===== config.mk =====
export PLATFORM = sky130hd
export DESIGN_NAME = sap_acc_datapath_flat
export DESIGN_NICKNAME = d
export VERILOG_FILES = /design/src/rtl/sap_acc_datapath_if.sv /design/src/rtl/sap_acc_datapath.sv /design/src/flat_wrapper.sv
export SDC_FILE = /design/constraint.sdc
export NUM_CORES = 1
export LEC_CHECK = 0
export ABC_AREA = 1
export CAP_MARGIN = 20
export CORE_MARGIN = 5
export CORE_UTILIZATION = 32
export DETAILED_ROUTE_END_ITERATION = 16
export PLACE_DENSITY = 0.6
export RECOVER_POWER = 100
export SYNTH_ARGS = -nofsm -noshare
export SYNTH_HDL_FRONTEND = slang
export SYNTH_SLANG_ARGS = --single-unit

===== constraint.sdc =====
create_clock -name clk -period 2.6 [get_ports clk]
set_clock_uncertainty 0.05 [all_clocks]
set_input_delay 0.39 -clock clk [delete_from_list [all_inputs] [get_ports clk]]
set_output_delay 0.39 -clock clk [all_outputs]
set_load 0.02 [all_outputs]

===== src/rtl/sap_acc_datapath_if.sv =====
// rtl/sap_acc_datapath_if.sv - strobe/bus bundle between the SAP sequencer side and the accumulator datapath
// Optional ALU_PARITY_EN adds the registered alu_p result-parity output.
interface sap_acc_datapath_if #(
  parameter int WIDTH = 4
);
  logic [3:0]       opcode;
  logic [WIDTH-1:0] ram_to_a;
  logic [WIDTH-1:0] ram_to_b;
  logic [WIDTH-1:0] tmp_to_b;
  logic [WIDTH-1:0] tmp_to_alu;
  logic             carry_in;
  logic             LaRam, Lab, LaALU;
  logic             Eatmp, EaRAM, EaOut, EaCarry;
  logic             Lbtmp, LbALU, Lcarry, Lpop;
  logic             Eba, Epush, Ercl;
  logic             Eu;
  logic [WIDTH-1:0] a_to_tmp;
  logic [WIDTH-1:0] a_to_ram;
  logic [WIDTH-1:0] a_to_out;
  logic [WIDTH-1:0] b_to_ram;
  logic             carry_from_a;
  logic             carry_from_b;
  logic             alu_z;
  logic             alu_c;
  logic [WIDTH-1:0] a_q;
  logic [WIDTH-1:0] b_q;
`ifdef ALU_PARITY_EN
  logic             alu_p;
`endif

  modport master (
`ifdef ALU_PARITY_EN
    input  alu_p,
`endif
    output opcode, ram_to_a, ram_to_b, tmp_to_b, tmp_to_alu, carry_in,
    output LaRam, Lab, LaALU, Eatmp, EaRAM, EaOut, EaCarry,
    output Lbtmp, LbALU, Lcarry, Lpop, Eba, Epush, Ercl, Eu,
    input  a_to_tmp, a_to_ram, a_to_out, b_to_ram, carry_from_a, carry_from_b,
    input  alu_z, alu_c, a_q, b_q
  );

  modport slave (
`ifdef ALU_PARITY_EN
    output alu_p,
`endif
    input  opcode, ram_to_a, ram_to_b, tmp_to_b, tmp_to_alu, carry_in,
    input  LaRam, Lab, LaALU, Eatmp, EaRAM, EaOut, EaCarry,
    input  Lbtmp, LbALU, Lcarry, Lpop, Eba, Epush, Ercl, Eu,
    output a_to_tmp, a_to_ram, a_to_out, b_to_ram, carry_from_a, carry_from_b,
    output alu_z, alu_c, a_q, b_q
  );
endinterface


===== src/rtl/sap_acc_datapath.sv =====
// rtl/sap_acc_datapath.sv - SAP accumulator slice: A/B registers, ALU with registered result and flags
// Optional ALU_PARITY_EN registers even parity of the ALU result on Eu as alu_p.
module sap_acc_datapath #(
  parameter int WIDTH = 4
) (
  input logic                 clk,
  input logic                 reset,
  sap_acc_datapath_if.slave   bus
);
  logic [WIDTH-1:0] a_reg, b_reg, res_reg;
  logic             z_reg, c_reg, cfb_reg;
  logic [WIDTH:0]   sum;
  logic [WIDTH-1:0] alu_res;
  logic             alu_cy;
  logic [WIDTH-1:0] a_next, b_next;

  // Subtractions keep the borrow in the extra top bit of the zero-extended difference.
  always_comb begin
    sum = {1'b0, a_reg};
    case (bus.opcode)
      4'b0001: sum = {1'b0, a_reg} + {1'b0, b_reg};
      4'b0010: sum = {1'b0, a_reg} - {1'b0, b_reg};
      4'b0100: sum = {1'b0, a_reg & b_reg};
      4'b0101: sum = {1'b0, a_reg | b_reg};
      4'b0110: sum = {1'b0, a_reg ^ b_reg};
      4'b1000: sum = {1'b0, a_reg} + {1'b0, bus.tmp_to_alu};
      4'b1001: sum = {1'b0, a_reg} - {1'b0, bus.tmp_to_alu};
      4'b1010: sum = {1'b0, a_reg} + (WIDTH+1)'(1);
      4'b1011: sum = {1'b0, a_reg} - (WIDTH+1)'(1);
      4'b1110: sum = {1'b0, ~a_reg};
      default: sum = {1'b0, a_reg};
    endcase
    alu_res = sum[WIDTH-1:0];
    alu_cy  = sum[WIDTH];
  end

  // Lab without Eba loads 0, which lets the XCHG sequence reuse the gated B path.
  always_comb begin
    a_next = a_reg;
    if (bus.LaRam)      a_next = bus.ram_to_a;
    else if (bus.Lab)   a_next = bus.Eba ? b_reg : '0;
    else if (bus.LaALU) a_next = res_reg;
  end

  always_comb begin
    b_next = b_reg;
    if (bus.Lpop)        b_next = bus.ram_to_b;
    else if (bus.Lbtmp)  b_next = bus.tmp_to_b;
    else if (bus.LbALU)  b_next = res_reg;
    else if (bus.Lcarry) b_next = {{(WIDTH-1){1'b0}}, bus.carry_in};
    else if (bus.Ercl)   b_next = {b_reg[WIDTH-2:0], bus.carry_in};
  end

  always_ff @(posedge clk) begin
    if (reset) begin
      a_reg   <= '0;
      b_reg   <= '0;
      res_reg <= '0;
      z_reg   <= 1'b0;
      c_reg   <= 1'b0;
      cfb_reg <= 1'b0;
    end else begin
      a_reg <= a_next;
      b_reg <= b_next;
      if (bus.Ercl && !(bus.Lpop || bus.Lbtmp || bus.LbALU || bus.Lcarry))
        cfb_reg <= b_reg[WIDTH-1];
      if (bus.Eu) begin
        res_reg <= alu_res;
        z_reg   <= (alu_res == '0);
        c_reg   <= alu_cy;
      end
    end
  end

`ifdef ALU_PARITY_EN
  logic p_reg;
  always_ff @(posedge clk) begin
    if (reset)       p_reg <= 1'b0;
    else if (bus.Eu) p_reg <= ^alu_res;
  end
  assign bus.alu_p = p_reg;
`endif

  assign bus.a_to_tmp     = bus.Eatmp ? a_reg : '0;
  assign bus.a_to_ram     = bus.EaRAM ? a_reg : '0;
  assign bus.a_to_out     = bus.EaOut ? a_reg : '0;
  assign bus.b_to_ram     = bus.Epush ? b_reg : '0;
  assign bus.carry_from_a = bus.EaCarry ? a_reg[WIDTH-1] : 1'b0;
  assign bus.carry_from_b = cfb_reg;
  assign bus.alu_z        = z_reg;
  assign bus.alu_c        = c_reg;
  assign bus.a_q          = a_reg;
  assign bus.b_q          = b_reg;
endmodule


===== src/flat_wrapper.sv =====
// flat-port wrapper written by rule: the top's interface ports become plain ports
module sap_acc_datapath_flat 
#(
  parameter int WIDTH = 4
)
  (clk, reset, bus_opcode, bus_ram_to_a, bus_ram_to_b, bus_tmp_to_b, bus_tmp_to_alu, bus_carry_in, bus_LaRam, bus_Lab, bus_LaALU, bus_Eatmp, bus_EaRAM, bus_EaOut, bus_EaCarry, bus_Lbtmp, bus_LbALU, bus_Lcarry, bus_Lpop, bus_Eba, bus_Epush, bus_Ercl, bus_Eu, bus_a_to_tmp, bus_a_to_ram, bus_a_to_out, bus_b_to_ram, bus_carry_from_a, bus_carry_from_b, bus_alu_z, bus_alu_c, bus_a_q, bus_b_q);
  sap_acc_datapath_if #(.WIDTH(WIDTH)) bus_i ();
  input logic clk;
  input logic reset;
  input wire logic [$bits(bus_i.opcode)-1:0] bus_opcode;
  input wire logic [$bits(bus_i.ram_to_a)-1:0] bus_ram_to_a;
  input wire logic [$bits(bus_i.ram_to_b)-1:0] bus_ram_to_b;
  input wire logic [$bits(bus_i.tmp_to_b)-1:0] bus_tmp_to_b;
  input wire logic [$bits(bus_i.tmp_to_alu)-1:0] bus_tmp_to_alu;
  input wire logic [$bits(bus_i.carry_in)-1:0] bus_carry_in;
  input wire logic [$bits(bus_i.LaRam)-1:0] bus_LaRam;
  input wire logic [$bits(bus_i.Lab)-1:0] bus_Lab;
  input wire logic [$bits(bus_i.LaALU)-1:0] bus_LaALU;
  input wire logic [$bits(bus_i.Eatmp)-1:0] bus_Eatmp;
  input wire logic [$bits(bus_i.EaRAM)-1:0] bus_EaRAM;
  input wire logic [$bits(bus_i.EaOut)-1:0] bus_EaOut;
  input wire logic [$bits(bus_i.EaCarry)-1:0] bus_EaCarry;
  input wire logic [$bits(bus_i.Lbtmp)-1:0] bus_Lbtmp;
  input wire logic [$bits(bus_i.LbALU)-1:0] bus_LbALU;
  input wire logic [$bits(bus_i.Lcarry)-1:0] bus_Lcarry;
  input wire logic [$bits(bus_i.Lpop)-1:0] bus_Lpop;
  input wire logic [$bits(bus_i.Eba)-1:0] bus_Eba;
  input wire logic [$bits(bus_i.Epush)-1:0] bus_Epush;
  input wire logic [$bits(bus_i.Ercl)-1:0] bus_Ercl;
  input wire logic [$bits(bus_i.Eu)-1:0] bus_Eu;
  output wire logic [$bits(bus_i.a_to_tmp)-1:0] bus_a_to_tmp;
  output wire logic [$bits(bus_i.a_to_ram)-1:0] bus_a_to_ram;
  output wire logic [$bits(bus_i.a_to_out)-1:0] bus_a_to_out;
  output wire logic [$bits(bus_i.b_to_ram)-1:0] bus_b_to_ram;
  output wire logic [$bits(bus_i.carry_from_a)-1:0] bus_carry_from_a;
  output wire logic [$bits(bus_i.carry_from_b)-1:0] bus_carry_from_b;
  output wire logic [$bits(bus_i.alu_z)-1:0] bus_alu_z;
  output wire logic [$bits(bus_i.alu_c)-1:0] bus_alu_c;
  output wire logic [$bits(bus_i.a_q)-1:0] bus_a_q;
  output wire logic [$bits(bus_i.b_q)-1:0] bus_b_q;
  assign bus_i.opcode = bus_opcode;
  assign bus_i.ram_to_a = bus_ram_to_a;
  assign bus_i.ram_to_b = bus_ram_to_b;
  assign bus_i.tmp_to_b = bus_tmp_to_b;
  assign bus_i.tmp_to_alu = bus_tmp_to_alu;
  assign bus_i.carry_in = bus_carry_in;
  assign bus_i.LaRam = bus_LaRam;
  assign bus_i.Lab = bus_Lab;
  assign bus_i.LaALU = bus_LaALU;
  assign bus_i.Eatmp = bus_Eatmp;
  assign bus_i.EaRAM = bus_EaRAM;
  assign bus_i.EaOut = bus_EaOut;
  assign bus_i.EaCarry = bus_EaCarry;
  assign bus_i.Lbtmp = bus_Lbtmp;
  assign bus_i.LbALU = bus_LbALU;
  assign bus_i.Lcarry = bus_Lcarry;
  assign bus_i.Lpop = bus_Lpop;
  assign bus_i.Eba = bus_Eba;
  assign bus_i.Epush = bus_Epush;
  assign bus_i.Ercl = bus_Ercl;
  assign bus_i.Eu = bus_Eu;
  assign bus_a_to_tmp = bus_i.a_to_tmp;
  assign bus_a_to_ram = bus_i.a_to_ram;
  assign bus_a_to_out = bus_i.a_to_out;
  assign bus_b_to_ram = bus_i.b_to_ram;
  assign bus_carry_from_a = bus_i.carry_from_a;
  assign bus_carry_from_b = bus_i.carry_from_b;
  assign bus_alu_z = bus_i.alu_z;
  assign bus_alu_c = bus_i.alu_c;
  assign bus_a_q = bus_i.a_q;
  assign bus_b_q = bus_i.b_q;
  sap_acc_datapath #(.WIDTH(WIDTH)) u_core (.clk(clk), .reset(reset), .bus(bus_i));
endmodule

==> results_dict.tcl <==
set metrics [dict create \
    dp_hpwl_mm 4.45 \
    remaining_drc_errors 0 \
    drv_slew 0 \
    cts_tree "yes" \
    yosys-top-cells-area "dfxtp_1 18%, nand2_1 18%, inv_1 14%" \
    grt_util_met1_pct 22.3 \
    start_kind "input port" \
    ys_seq_area_share_pct 18.3 \
    synth_warnings 0 \
    crit_required_ps 2740 \
    grt-ovfl-total 0 \
    ctsHtreeMaxLevel 1 \
    fin_nets 429 \
    die_h_um 81.6 \
    worst_ep_arrival_time_ps 2600 \
    p_sw_share_pct 38.1 \
    port_buffers 65 \
    rows 26 \
    dp_slack_ps -316 \
    post-route-min-period_ps 2470 \
    hp-class "flip-flop to flip-flop" \
    synth_top_area_share_pct 18.3 \
    synth-seq-cells 15 \
    vias 2075 \
    p_int_uw 562 \
    cap_violations 0 \
    initial_core_util_pct 32.5 \
    n_antenna_cell 0 \
    leakagePower_uw 0.00143 \
    grt_usage_pct 16.7 \
    synth_cell_types 24 \
    drt_iter0_markers 95 \
    setup_viol 0 \
    power_switching_uw 346 \
    syn_area_per_cell_um2 5.78 \
    powerDensity_nw_per_um2 342 \
    busiest_layer "met2" \
    drive_gt1_share_pct 12.5 \
    post-route-period-util_pct 94.9 \
    coreArea_um2 5040 \
    ir_drop_mv 0.235 \
    dr.pass1.iters 4 \
    cts_hold_repair.buffers 0 \
    dp.cells 440 \
    syn_inst 284 \
    pin_count 66 \
    areaGrowthSynthToFinish_pct 61.7 \
    setup_slack_ps 134 \
    antenna_found_initial 0 \
    layout.cells.non_filler 445 \
    synth_top_area_cell "dfxtp_1" \
    maxSlewHeadroom_pct 69.6 \
    root_buffer "clkbuf_8" \
    syn_area_um2 1640 \
    outcome "finished clean" \
    cts_buffer_depth 2 \
    dieArea_um2 6660 \
    cts.clk_slew.worst_paths_ps 70 \
    max_freq_mhz 405 \
    clk_latency_ps 250 \
    grt_use_met2_pct 28.5 \
    power_frac_seq_pct 30.1 \
    gp_congestion 0.860 \
    drt_wl_total_mm 5.47 \
    grt_pass1_vias 1911 \
    crit_type "input port to flip-flop" \
    critPathMaxFanout 5 \
    ant_nets 0 \
    grt_max_degree 11 \
    vias_per_cell 4.66 \
    p_comb_share_pct 47.6 \
    synth_nets 337 \
    tightest_slew_ps 455 \
    die_x_um 81.6 \
    grt_pass1_wl_mm 8.94 \
    cts_inserted_buffers 3 \
    crit_path_end_kind "flip-flop" \
    cts_sinks 15 \
    wl_per_cell_um 12.3 \
    hold_viol 0 \
    met3_usage_pct 3.84 \
    clkPwrFrac_pct 22.3 \
]
power groups by stage:
stage / clock [uW] / sequential, uW / combinational, uW
2_1_floorplan: 0 / 287 / 202
3_3_place_gp: 0 / 279 / 418
3_5_place_dp: 0 / 279 / 421
4_1_cts: 206 / 274 / 423
5_1_grt: 219 / 276 / 482
6_report: 203 / 273 / 433
worst paths after layout:
path | from | to | slack (ps) | cells after the start
worst max register to register | u_core.bus.b_q[1] | u_core.bus.alu_z | 240 | 13
worst min-delay path | u_core.bus.carry_from_b | u_core.bus.carry_from_b | 390 | 2
worst min register to register | u_core.bus.carry_from_b | u_core.bus.carry_from_b | 390 | 2
worst max-delay path | bus_tmp_to_alu[0] | u_core.bus.alu_z | 130 | 14
layout make-up:
type	instances	area, um2
Fill cell	519	2390
Multi-Input combinational cell	208	1170
Timing Repair Buffer	87	818
Sequential cell	15	300
Inverter	61	229
Tap cell	70	87.6
Clock buffer	3	41.3
Clock inverter	1	7.51
through the flow:
step	util, %	setup TNS (ps)	hold WS [ps]	instance area [um2]	power, uW
after detailed placement	50.3	-1210	392	2540	700
after global routing	52.6	-2.60	417	2650	977
after global placement	50.3	-1050	388	2540	696
final	52.6	0	395	2650	908
after CTS	51.4	0	402	2590	903
after floorplan	-	0	409	1640	489
per-layer routing:
| layer | vias to the layer above | wire, um |
|---|---|---|
| met5 | - | 0 |
| met4 | 0 | 42 |
| met3 | 4 | 435 |
| met2 | 82 | 2450 |
| met1 | 890 | 2540 |
| li1 | 1099 | - |
what timing repair did:
item | CTS | global route
gates cloned | 0 | 0
resized for setup | 4 | 16
endpoints found under the setup margin | 2 | 5
buffers inserted | 0 | 1
pin swaps | 0 | 4
layout by cell type (no fill, tap or decap), types with 3 or more instances in the layout:
cell type and n:
nand2_1 78, inv_1 58, clkdlybuf4s50_1 31, dlygate4sd3_1 30
nand3_1 28, buf_4 22, nor2_1 21, o21ai_0 16
dfxtp_1 15, ha_1 13, a21oi_1 7, o22ai_1 5
a31oi_1 5, o211ai_1 4, inv_2 3, or2_2 3
o21ai_1 3, clkbuf_8 3
critical path, stage by stage:
cell             delay [ps]
clkdlybuf4s50_1         480
inv_1                    60
ha_1                    200
nand2_1                  80
nand2_1                  50
o21ai_1                 120
o21ai_1                  70
ha_1                    380
or2_2                   310
nand3_1                  80
nand3_1                 110
nor2_1                  100
nand2_1                  50
a21oi_1                 110
synthesized netlist by cell type:
master,count
o2111ai_1,2
o22ai_1,6
a21oi_1,9
nor3_2,1
dfxtp_1,15
nor2_2,1
nor2_4,2
ha_1,14
o221ai_1,2
o21ai_0,20
xor2_1,1
a22oi_1,1
fa_1,1
o211ai_1,4
nand2_1,79
inv_1,59
a31oi_1,6
nand3b_1,2
nor3_1,1
inv_2,2
nand3_1,29
or2_2,3
nand2_2,2
nor2_1,22
cell families (layout without fill, tap and decap cells):
group	Yosys count	after routing	synth area share, %
buffers and inverters	61	152	14.0
xor gates and xnor gates	1	1	0.534
and+or+nand+nor	142	142	37.5
AOI/OAI and AO/OA	50	50	17.9
adders and majority gates	15	15	11.9
DFF	15	15	18.3
Power figures use the tool's default switching activity.
==> edit 1, RTL diff (config.mk and constraints unchanged) <==
Take the reset off `a_reg` and load it in a clocked block of its own.
--- a/src/rtl/sap_acc_datapath.sv
+++ b/src/rtl/sap_acc_datapath.sv
@@ -53,14 +53,12 @@
 
   always_ff @(posedge clk) begin
     if (reset) begin
-      a_reg   <= '0;
       b_reg   <= '0;
       res_reg <= '0;
       z_reg   <= 1'b0;
       c_reg   <= 1'b0;
       cfb_reg <= 1'b0;
     end else begin
-      a_reg <= a_next;
       b_reg <= b_next;
       if (bus.Ercl && !(bus.Lpop || bus.Lbtmp || bus.LbALU || bus.Lcarry))
         cfb_reg <= b_reg[WIDTH-1];
@@ -70,6 +68,10 @@
         c_reg   <= alu_cy;
       end
     end
+  end
+
+  always_ff @(posedge clk) begin
+    a_reg <= a_next;
   end
 
 `ifdef ALU_PARITY_EN
Check against the original RTL: not equivalent (a bounded check fails within 4 cycles, from zero or initial values and one cycle with reset high).
==> edit 1 against the original RTL <==
Worst hold slack gained 0.0052 ns. Clock power shrank 9.9%. First-iteration DRC count grew 4.2%. Area after synthesis grew 1.3%. Largest cell class unchanged. Sequential cell count is the same. Power grew 3.9%. Routed wire length shrank 0.82%. Critical path depth is the same. Final cell count shrank 5.4%. Die area grew 1.1%. Worst setup slack lost 0.020 ns. Critical path type unchanged. Design area grew 0.24%.
==> edit 1: results <==
[run_status]
status = "complete, no violations"

[critical_path]
reg2reg_depth = 10
crit_family = "simple AND/OR/NAND/NOR gates"
crit_path_max_fanout = 4
rr_startpoint = "u_core.bus.b_q[3]"
worstPathArrival_ns = 2.61

[sta]
max_freq_ghz = 0.402

[global_routing]
grt_max_degree = 12
grt_pass1_wl_mm = 8.69
grt_overflow_total = 0
track_usage = 0.165

[cells_and_area]
fillCellCount = 526
layout-drive-gt1-share = 0.148
nets = 405

[placed_design]
pre_cts_slack_ns = -0.286
dp_hpwl_mm = 4.44
placed_cell_area_sq_um = 2570
gp_congestion = 0.918

[synthesis]
yosys-top-cells-count = "nand2_1 (67), inv_1 (53), nand3_1 (21)"
synth_nets = 312
synth_edf_count = 4
netlist_top_cells_area = "nand2_1 (15%), dfxtp_1 (13%), inv_1 (12%)"

[routing]
via_count = 1978
wirelength_mm = 5.42
drt_iter0_drc = 99

[clock_network]
clockBufferDepth = 2

[power]
p_leak_uw = 0.00140
peakVddDrop_v = 0.000278
## edit 1: cell types whose count changed in the layout (fill, tap and decap cells not counted), moves of 5 or more
cell / delta
nand2_1: -11
nand3_1: -7
nand4_1: +6
inv_1: -5
o21ai_0: -8
nor2_1: -7
## edit 1: logic make-up (layout without fill, tap and decap cells)
logic type | count (synthesis) | count (layout) | share of synthesized area
xor+xnor | 3 | 3 | 0.0158
buf+inv | 58 | 150 | 0.136
flops | 15 | 15 | 0.205
simple gates | 125 | 125 | 0.349
fa+ha+maj | 15 | 15 | 0.117
compound gates | 43 | 43 | 0.177
## edit 1: metrics by stage
step	hold WS (ns)	TNS (ns)	power (uW)	util	std cells
6_report	0.400	0	944	0.524	421
2_1_floorplan	0.402	0	533	-	259
5_1_grt	0.444	-0.0153	1010	0.524	421
3_3_place_gp	0.392	-0.889	754	0.506	417
4_1_cts	0.409	0	945	0.516	421
3_5_place_dp	0.396	-0.910	758	0.506	417
## edit 1: power breakdown
group	leakage [uW]	total, uW	internal (uW)	switching (uW)
sequential	0.000135	286	262	24.1
clock	0.0000228	183	108	74.9
combinational	0.00124	474	223	252
## edit 1: routing by layer
metal,GRT usage,vias up,wire length [um]
met5,0,-,0
met2,0.296,46,2740
met3,0.0208,10,197
met4,0.0631,0,101
li1,-,1037,-
met1,0.199,885,2380
## edit 1: repair_timing
item | in CTS | in global routing
setup endpoints to repair | 2 | 5
gates resized for setup | 2 | 8
pin swaps | 1 | 2
## edit 1: area by class of cell
cell class | count | area share
Clock buffer | 4 | 0.0169
Sequential cell | 15 | 0.128
Timing Repair Buffer | 89 | 0.315
Inverter | 57 | 0.0805
Tap cell | 70 | 0.0329
Multi-Input combinational cell | 186 | 0.427
==> edit 2, RTL diff (same flow settings) <==
Made on the original files. `WIDTH` is set to 4 in 3 places; all go to 5.
--- a/src/rtl/sap_acc_datapath_if.sv
+++ b/src/rtl/sap_acc_datapath_if.sv
@@ -1,7 +1,7 @@
 // rtl/sap_acc_datapath_if.sv - strobe/bus bundle between the SAP sequencer side and the accumulator datapath
 // Optional ALU_PARITY_EN adds the registered alu_p result-parity output.
 interface sap_acc_datapath_if #(
-  parameter int WIDTH = 4
+  parameter int WIDTH = 5
 );
   logic [3:0]       opcode;
   logic [WIDTH-1:0] ram_to_a;
--- a/src/rtl/sap_acc_datapath.sv
+++ b/src/rtl/sap_acc_datapath.sv
@@ -1,7 +1,7 @@
 // rtl/sap_acc_datapath.sv - SAP accumulator slice: A/B registers, ALU with registered result and flags
 // Optional ALU_PARITY_EN registers even parity of the ALU result on Eu as alu_p.
 module sap_acc_datapath #(
-  parameter int WIDTH = 4
+  parameter int WIDTH = 5
 ) (
   input logic                 clk,
   input logic                 reset,
--- a/src/flat_wrapper.sv
+++ b/src/flat_wrapper.sv
@@ -1,7 +1,7 @@
 // flat-port wrapper written by rule: the top's interface ports become plain ports
 module sap_acc_datapath_flat 
 #(
-  parameter int WIDTH = 4
+  parameter int WIDTH = 5
 )
   (clk, reset, bus_opcode, bus_ram_to_a, bus_ram_to_b, bus_tmp_to_b, bus_tmp_to_alu, bus_carry_in, bus_LaRam, bus_Lab, bus_LaALU, bus_Eatmp, bus_EaRAM, bus_EaOut, bus_EaCarry, bus_Lbtmp, bus_LbALU, bus_Lcarry, bus_Lpop, bus_Eba, bus_Epush, bus_Ercl, bus_Eu, bus_a_to_tmp, bus_a_to_ram, bus_a_to_out, bus_b_to_ram, bus_carry_from_a, bus_carry_from_b, bus_alu_z, bus_alu_c, bus_a_q, bus_b_q);
   sap_acc_datapath_if #(.WIDTH(WIDTH)) bus_i ();
Interface: changed (10 resized); port bits go from 66 to 76. No check against the original RTL was run, so the function may have changed too.
==> edit 2 against the original RTL <==
Maximum frequency grew 0.83%. Critical path type unchanged. Clock power grew 13%. Core utilization grew 1.5 points. Area after synthesis grew 22%. Synthesized cell count grew 19%. Routed wire length grew 34%. Register-to-register slack gained 0.09 ns. Design area grew 22%. Worst setup slack gained 0.020 ns. Combinational power grew 32%. Sequential cell count grew 3. Power grew 23%. Critical path depth is the same. Final cell count grew 18%.
==> edit 2: results <==
[run_status]
status = "complete, no violations"

[placed_design]
gp_congestion = 0.857
portBuffers = 75
dp_hpwl_mm = 5.82

[clock_network]
cts-root-buf = "clkbuf_8"
htree_levels = 1
numCtsBuffers = 3
clockBufferDepth = 2
path_clk_slew_ns = 0.07
clk_latency_ns = 0.25

[synthesis]
netlist_top_cells_area = "dfxtp_1 (18%), nand2_1 (17%), inv_1 (11%)"
synth_cell_types = 33
synth_warnings = 0
synth_nets = 399
yosysSeqAreaShare = 0.181
async_reset_ff_frac = 0
yosys-top-cells-count = "nand2_1 (90), inv_1 (60), nand3_1 (31)"

[critical_path]
critical-path-max-stage-delay_ns = 0.44
startpoint = "bus_tmp_to_alu[2]"
cp_slowest_cell = "clkdlybuf4s50_1"
rr_startpoint = "u_core.bus.b_q[1]"
crit_family = "simple AND/OR/NAND/NOR gates"
worstPathArrival_ns = 2.59
crit_path_max_fanout = 4

[routing]
dr.pass1.iters = 4
drt_iter0_drc = 96
via_count = 2620
routedWlPerCell_um = 13.9

[min_path]
worstHoldStart = "u_core.bus.carry_from_b"

[global_routing]
grt_pass1_vias = 2462
grt_max_degree = 13
track_usage = 0.186
grt_pass1_wl_mm = 11.6
antenna_found_initial = 0

[cells_and_area]
fillCellCount = 565
layout-drive-gt1-share = 0.158
nets = 511
antenna_cells = 0

[power]
p_leak_uw = 0.00170
peakVddDrop_v = 0.000221

[sta]
worst_slew_pin_slew_ns = 0.463
==> edit 2: worst min-delay path: cells and delay by family, from the launching register on <==
kind	cells	cell delay [ns]
flops	1	0.31
buf+inv	1	0.04
compound gates	1	0.05
==> edit 2: stage by stage <==
step	setup WS, ns	power, uW	cells	area (sq um)
after floorplan	0.198	606	339	1990
after global placement	-0.489	866	521	3080
after detailed placement	-0.567	871	521	3080
after CTS	0.00271	1110	525	3180
after global routing	0.00207	1200	525	3240
final	0.154	1120	525	3240
==> edit 2: layout make-up <==
class | instances | area (sq um) | area share
Multi-Input combinational cell | 254 | 1480 | 0.458
Timing Repair Buffer | 109 | 1000 | 0.310
Sequential cell | 18 | 360 | 0.111
Inverter | 65 | 244 | 0.0753
Tap cell | 75 | 93.8 | 0.0289
Clock buffer | 4 | 55.1 | 0.0170
==> edit 2: cell families (layout without fill, tap and decap cells) <==
| family | count (synthesis) | in the layout | synth area share |
|---|---|---|---|
| XOR/XNOR | 2 | 2 | 0.00879 |
| AND/OR/NAND/NOR | 168 | 168 | 0.370 |
| buffers and inverters | 67 | 178 | 0.127 |
| flip-flops | 18 | 18 | 0.181 |
| adder cells (fa/ha/maj) | 18 | 18 | 0.117 |
| AO/OA/AOI/OAI | 66 | 66 | 0.197 |
==> edit 2: what timing repair did <==
action,in CTS,in global routing
endpoints found under the hold margin,0,0
pin swaps,5,12
gates resized for setup,19,18
setup buffers,0,0
endpoints found under the setup margin,6,5
hold buffers,0,0
==> edit 2: report_power, final <==
group	internal (uW)	total (uW)	switching, uW
registers	298	319	20.9
clock network	135	230	95.7
logic	262	572	309
==> edit 2: layer usage <==
metal,track usage,vias up,wire (um)
met5,0,-,0
met4,0.0522,0,178
met3,0.0406,13,565
met2,0.298,96,3220
met1,0.252,1160,3340
li1,-,1351,-
==> edit 2: final timing paths <==
kind / to / slack (ns) / cells past startpoint
setup / recovery: u_core.bus.alu_z / 0.15 / 14
setup reg to reg: u_core.bus.alu_z / 0.33 / 11
hold / removal: u_core.bus.carry_from_b / 0.39 / 2
hold reg to reg: u_core.bus.carry_from_b / 0.39 / 2
